<file path="src/rtl/neokeon_theta_iter.sv">
// Iterative Neokeon Theta: two half-steps, one per clock, held valid/ready output.
// Optional build macro NEOKEON_THETA_NULLKEY_EN adds inNullKey to force a zero key.
module neokeon_theta_iter #(
    parameter int WORD_W = 32,
    parameter int ROT    = 8
) (
    input  logic                  inClk,
    input  logic                  inRst,
    input  logic                  inValid,
    output logic                  inReady,
    input  logic [4*WORD_W-1:0]   inState,
    input  logic [4*WORD_W-1:0]   inKey,
`ifdef NEOKEON_THETA_NULLKEY_EN
    input  logic                  inNullKey,
`endif
    output logic                  outValid,
    input  logic                  outReady,
    output logic [4*WORD_W-1:0]   outputData
);

    typedef enum logic [1:0] {
        IDLE = 2'd0,
        H1   = 2'd1,
        H2   = 2'd2,
        DONE = 2'd3
    } state_t;

    typedef logic [WORD_W-1:0] word_t;

    function automatic word_t rotr(input word_t x);
        return (x >> ROT) | (x << (WORD_W - ROT));
    endfunction

    function automatic word_t rotl(input word_t x);
        return (x << ROT) | (x >> (WORD_W - ROT));
    endfunction

    function automatic word_t mix(input word_t t);
        return t ^ rotr(t) ^ rotl(t);
    endfunction

    state_t state;
    state_t state_nxt;

    word_t a [4];
    word_t k [4];

    logic [4*WORD_W-1:0] key_sel;
    word_t t1;
    word_t t2;

`ifdef NEOKEON_THETA_NULLKEY_EN
    assign key_sel = inNullKey ? '0 : inKey;
`else
    assign key_sel = inKey;
`endif

    // Theta mixing terms for each half-step, taken from the current word registers.
    always_comb begin
        t1 = mix(a[0] ^ a[2]);
        t2 = mix(a[1] ^ a[3]);
    end

    assign inReady  = (state == IDLE);
    assign outValid = (state == DONE);

    // State register; reset wins over any handshake at the same edge.
    always_ff @(posedge inClk) begin
        if (inRst) begin
            state <= IDLE;
        end else begin
            state <= state_nxt;
        end
    end

    // Next-state logic: fixed walk IDLE -> H1 -> H2 -> DONE, leaving DONE on outReady.
    always_comb begin
        state_nxt = state;
        unique case (state)
            IDLE: if (inValid) state_nxt = H1;
            H1:   state_nxt = H2;
            H2:   state_nxt = DONE;
            DONE: if (outReady) state_nxt = IDLE;
            default: state_nxt = IDLE;
        endcase
    end

    // Word/key registers and the result register; outputData only moves in H2.
    always_ff @(posedge inClk) begin
        if (inRst) begin
            for (int i = 0; i < 4; i++) begin
                a[i] <= '0;
                k[i] <= '0;
            end
            outputData <= '0;
        end else begin
            unique case (state)
                IDLE: begin
                    if (inValid) begin
                        for (int i = 0; i < 4; i++) begin
                            a[i] <= inState[(3-i)*WORD_W +: WORD_W];
                            k[i] <= key_sel[(3-i)*WORD_W +: WORD_W];
                        end
                    end
                end
                H1: begin
                    a[0] <= a[0] ^ k[0];
                    a[1] <= a[1] ^ t1 ^ k[1];
                    a[2] <= a[2] ^ k[2];
                    a[3] <= a[3] ^ t1 ^ k[3];
                end
                H2: begin
                    outputData <= {a[0] ^ t2, a[1], a[2] ^ t2, a[3]};
                end
                default: begin
                end
            endcase
        end
    end

endmodule

</file>
<file path="config.mk">
export PLATFORM = sky130hd
export DESIGN_NAME = neokeon_theta_iter
export DESIGN_NICKNAME = d
export VERILOG_FILES = /design/src/rtl/neokeon_theta_iter.sv
export SDC_FILE = /design/constraint.sdc
export NUM_CORES = 1
export LEC_CHECK = 0
export BUFFER_PORTS_ARGS = -buffer_cell sky130_fd_sc_hd__buf_4
export CORE_UTILIZATION = 60
export DETAILED_ROUTE_END_ITERATION = 8
export HOLD_SLACK_MARGIN = 0.06
export PLACE_DENSITY = 0.91
export SKIP_LAST_GASP = 1
export SLEW_MARGIN = 20
export SYNTH_ARGS = -nofsm -noshare
export SYNTH_HDL_FRONTEND = slang
export SYNTH_SLANG_ARGS = --single-unit
</file>
<file path="constraint.sdc">
create_clock -name inClk -period 12.1 [get_ports inClk]
set_input_delay 0.605 -clock inClk [delete_from_list [all_inputs] [get_ports inClk]]
set_output_delay 0.605 -clock inClk [all_outputs]
set_load 0.02 [all_outputs]
</file>
==> impl_summary.txt <==
----------------------------------------------------
[Logic synthesis]
  Sequential fraction of the synthesis area ... 51.6%
  Synth warn ... 0
  Register bit count reported by yosys ... 386
  Netlist Area Pre-Place ... 0.0199 sq mm
  Synthesized instance count ... 1,692
  Synthesized net count ... approximately 2,000
  Average instance area after synthesis ... roughly 12 sq um
  Dominant cells by area after synthesis ... sky130_fd_sc_hd__edfxtp_1, sky130_fd_sc_hd__dfxtp_1, sky130_fd_sc_hd__xnor2_1
  Portion of synthesized cell area occupied by the leading cell type ... 38.5%
  Number of enable flip-flop cells after synthesis ... 256
  Cell variety after synth ... 35
  Primary flip-flop cell chosen by synthesis mapping ... sky130_fd_sc_hd__edfxtp_1
  Leading area contributor after synthesis ... sky130_fd_sc_hd__edfxtp_1
  Async S/R FF share, synth ... 0%

[Clock network]
  Root buffer cell ... sky130_fd_sc_hd__clkbuf_16
  Count of H-tree levels built during CTS ... 2
  Hold-fix buffers, CTS ... 0
  Clock latency at the later pin of the worst-skew pair ... 540 ps
  Clk slew on worst S/H paths ... ~60 ps
  CTS max path bufs ... 3
  Cts repair resizes ... 0
  Number of buffers inserted during clock tree synthesis ... slightly above 40
  Buffer count from post-CTS setup fixing ... 0
  CTS tree ... built
  Sink Count ... 386

[Final layout]
  Fill cell total of the finished layout ... 1,984
  Area growth syn-to-layout ... 24.0%
  Ratio of cells with drive above 1 in the final layout ... 26.8%
  Core utilization of the finished layout ... 75.8%
  Post-route design area ... roughly 0.025 sq mm
  Final cell count without fillers ... 2,525
  Area of the multi-input gates ... slightly above 0.009 sq mm
  Area of all sequential standard cells ... about 0.010 sq mm
  N_diodes ... 0
  Final net count ... between 2,000 and 2,500

[STA]
  Min Tclk post-route ... 3330 ps
  Final clock period utilization by the worst path ... between 20% and 30%
  Headroom to the max-slew limit ... 26.6%
  Total Neg Setup Slack ... 0 ps
  F_max ... 300 MHz
  Endpoints failing setup ... 0
  RSZ-0062 raised after global routing ... no
  Slew at the pin with the worst max-slew slack ... about 1100 ps
  Worst-case clock skew ... 13.3 ps
  Hold slack ... 346 ps
  Hold Vio Cnt, Final ... 0
  Final slew viol count ... 0

[Routing]
  Number of vias after detailed routing ... around 15,000
  DR pass1 iterations ... 6
  WL final ... 60,700 um
  Average routed wire per standard cell ... 24.1 um
  DRC errors left ... 0
  Via-to-Cell Ratio ... ~6.1
  DRC marker count from the first detailed-route iteration ... between 1,000 and 1,500
  Residual antenna-violating net count after detailed routing ... 0

[GRT]
  Number of antenna violations at the first check in global routing ... 1
  Total routing resource utilization after global routing ... between 30% and 40%
  Maximum number of pins on one net before global-route repair ... 113
  Via count of the first global-routing pass ... 15,100
  Global route overflow ... 0
  Global-route wire length before repair ... 88,000 um

[Setup path]
  Worst setup path class ... flip-flop to flip-flop
  Critical path capture point type ... flip-flop
  Worst-case reg-to-reg path depth ... 5
  Critical Path Source Type ... flip-flop
  FF-to-FF setup slack ... roughly 8800 ps
  WP data required ... 12,260 ps
  Crit path max fanout ... 65
  Critical R2R Launch ... state[0]
  Arrival time worst endpoint ... 3490 ps
  Reg-to-reg endpoint ... k[1][27]

[Power and ir drop]
  Leakage component of the power ... 10.1 nW
  Switching power ... roughly 3.3 mW
  Power density cells ... roughly 320 mW/mm^2
  Share of total power in combinational logic ... 52.4%
  Clock network fraction of total power ... 16.8%
  Fraction of power consumed by sequential logic ... 30.8%
  VDD IR max ... 0.187 mV
  Internal power ... 4.75 mW
  Switching power share of the total ... 40.9%

[Floorplan]
  Vertical die dimension ... 184 um
  Total core area ... 0.0326 sq mm
  Row Count ... between 60 and 70
  Starting density of the core ... 61.1%
  Die W ... 184 um
  Number of top-level design ports ... 390
  Area of the die ... 0.0340 sq mm

[Min path]
  Worst Hold Path EP ... k[0][10]
  Type of the most critical hold path ... primary input to flip-flop
  Startpoint of the lowest-slack hold path ... inKey[106]
  Count of cells along the worst hold path ... 2

[Placement]
  Weighted congestion at the end of routability-driven global placement ... 0.910
  Placed cell count ... 2,446
  Cell area reported after detailed placement ... 0.0232 sq mm
  Number of buffers added on ports ... 389
  Dpl hpwl ... 42,500 um

[Job]
  Count of max-cap constraint violations ... 0

[Status]
  Result of the run ... complete, no violations

----------------------------------------------------
## cell usage after synthesis, types with 2 or more instances
cell / number
sky130_fd_sc_hd__o311ai_0: 16
sky130_fd_sc_hd__and2_1: 128
sky130_fd_sc_hd__xor2_1: 64
sky130_fd_sc_hd__nand3_1: 31
sky130_fd_sc_hd__or3b_2: 16
sky130_fd_sc_hd__nand2b_1: 4
sky130_fd_sc_hd__nor2_1: 84
sky130_fd_sc_hd__xor3_1: 3
sky130_fd_sc_hd__nand2_1: 118
sky130_fd_sc_hd__clkbuf_1: 67
sky130_fd_sc_hd__o21ai_0: 105
sky130_fd_sc_hd__and3_2: 2
sky130_fd_sc_hd__buf_1: 8
sky130_fd_sc_hd__o21ai_1: 55
sky130_fd_sc_hd__buf_2: 11
sky130_fd_sc_hd__ha_1: 5
sky130_fd_sc_hd__xnor2_2: 26
sky130_fd_sc_hd__and3_1: 30
sky130_fd_sc_hd__nor3_1: 81
sky130_fd_sc_hd__xnor2_1: 182
sky130_fd_sc_hd__mux2i_1: 81
sky130_fd_sc_hd__nor3b_1: 16
sky130_fd_sc_hd__edfxtp_1: 256
sky130_fd_sc_hd__nand4_1: 32
sky130_fd_sc_hd__and2_4: 8
sky130_fd_sc_hd__dfxtp_1: 130
sky130_fd_sc_hd__xnor3_1: 46
sky130_fd_sc_hd__xor2_2: 30
sky130_fd_sc_hd__a221o_1: 32
sky130_fd_sc_hd__inv_1: 20
## registers in the layout, summed over array words and instances, names as in the netlist
register,count
a,128
state,2
outputData,128
k,128
## worst max-delay path by stage
| stage | startpoint | endpoint | slack, ps | cells past startpoint |
|---|---|---|---|---|
| after floorplan | inRst | k[0][0] | 7210 | 4 |
| after global placement | inRst | k[2][21] | 8710 | 3 |
| after detailed placement | inRst | outputData[105] | 8590 | 6 |
| after CTS | state[0] | a[3][27] | 8800 | 7 |
| after global routing | state[0] | k[1][27] | 8630 | 5 |
| final | state[0] | k[1][27] | 8770 | 5 |
## per-layer routing
metal,wire [um],up-vias,GRT usage [%]
met1,22300,7440,42.9
met3,5220,214,5.97
li1,-,6673,-
met5,11,-,0
met2,29000,949,58.0
met4,4220,2,22.7
## stage by stage
| step | power [mW] | worst slack, ps |
|---|---|---|
| finish | 8.03 | 8770 |
| CTS | 7.96 | 8800 |
| detailed placement | 6.58 | 8590 |
| floorplan | 5.30 | 7210 |
| global placement | 6.39 | 8710 |
| global route | 8.31 | 8630 |
## cell families (layout without fill, tap and decap cells)
kind of cell | Yosys count | count (layout) | share of synthesized area, %
compound gates | 210 | 210 | 6.39
xor+xnor | 352 | 352 | 21.1
fa+ha+maj | 5 | 5 | 0.314
buf+inv | 106 | 497 | 2.06
flops | 386 | 386 | 51.6
mux | 81 | 81 | 4.07
simple gates | 552 | 552 | 14.5
## layout make-up
cell class              instances  area share [%]
clock inverters                18            1.01
well taps                     442            2.24
inverters                      20           0.304
flip-flops and latches        386            41.6
clock buffers                  58            4.82
repair buffers                401            12.4
multi-input cells            1200            37.7
## placed cells by master (no fill, tap or decap), drive strengths merged
cell      synthesis  final
o21ai           160    160
and2            136    136
or3b             16     16
inv              20     22
o311ai           16     16
a211oi            1      1
xor3              3      3
clkinv            0      8
nor2             84     84
nand3            31     31
ha                5      5
xor2             94     94
xnor2           209    209
o22ai             1      1
nand2b            4      4
clkbuf           67     58
clkinvlp          0      2
buf              19    401
edfxtp          256    256
and3             32     32
xnor3            46     46
nor3             82     82
nor2b             1      1
dfxtp           130    130
mux2i            81     81
nand4            32     32
nor3b            16     16
bufinv            0      6
a221o            32     32
nand2           118    118
## critical path: stages (launching register included)
cell and delay (ps):
sky130_fd_sc_hd__dfxtp_1 330, sky130_fd_sc_hd__inv_1 190, sky130_fd_sc_hd__ha_1 270, sky130_fd_sc_hd__nand2_1 330
sky130_fd_sc_hd__nand2b_4 820, sky130_fd_sc_hd__buf_4 810
## power groups by stage
| stage | Sequential, mW | Clock [mW] | Combinational (mW) |
|---|---|---|---|
| detailed placement | 2.47 | 0 | 4.10 |
| CTS | 2.46 | 1.35 | 4.15 |
| finish | 2.47 | 1.35 | 4.20 |
| global placement | 2.45 | 0 | 3.94 |
| floorplan | 2.46 | 0 | 2.84 |
| global route | 2.50 | 1.40 | 4.41 |
Power figures use the tool's default switching activity.
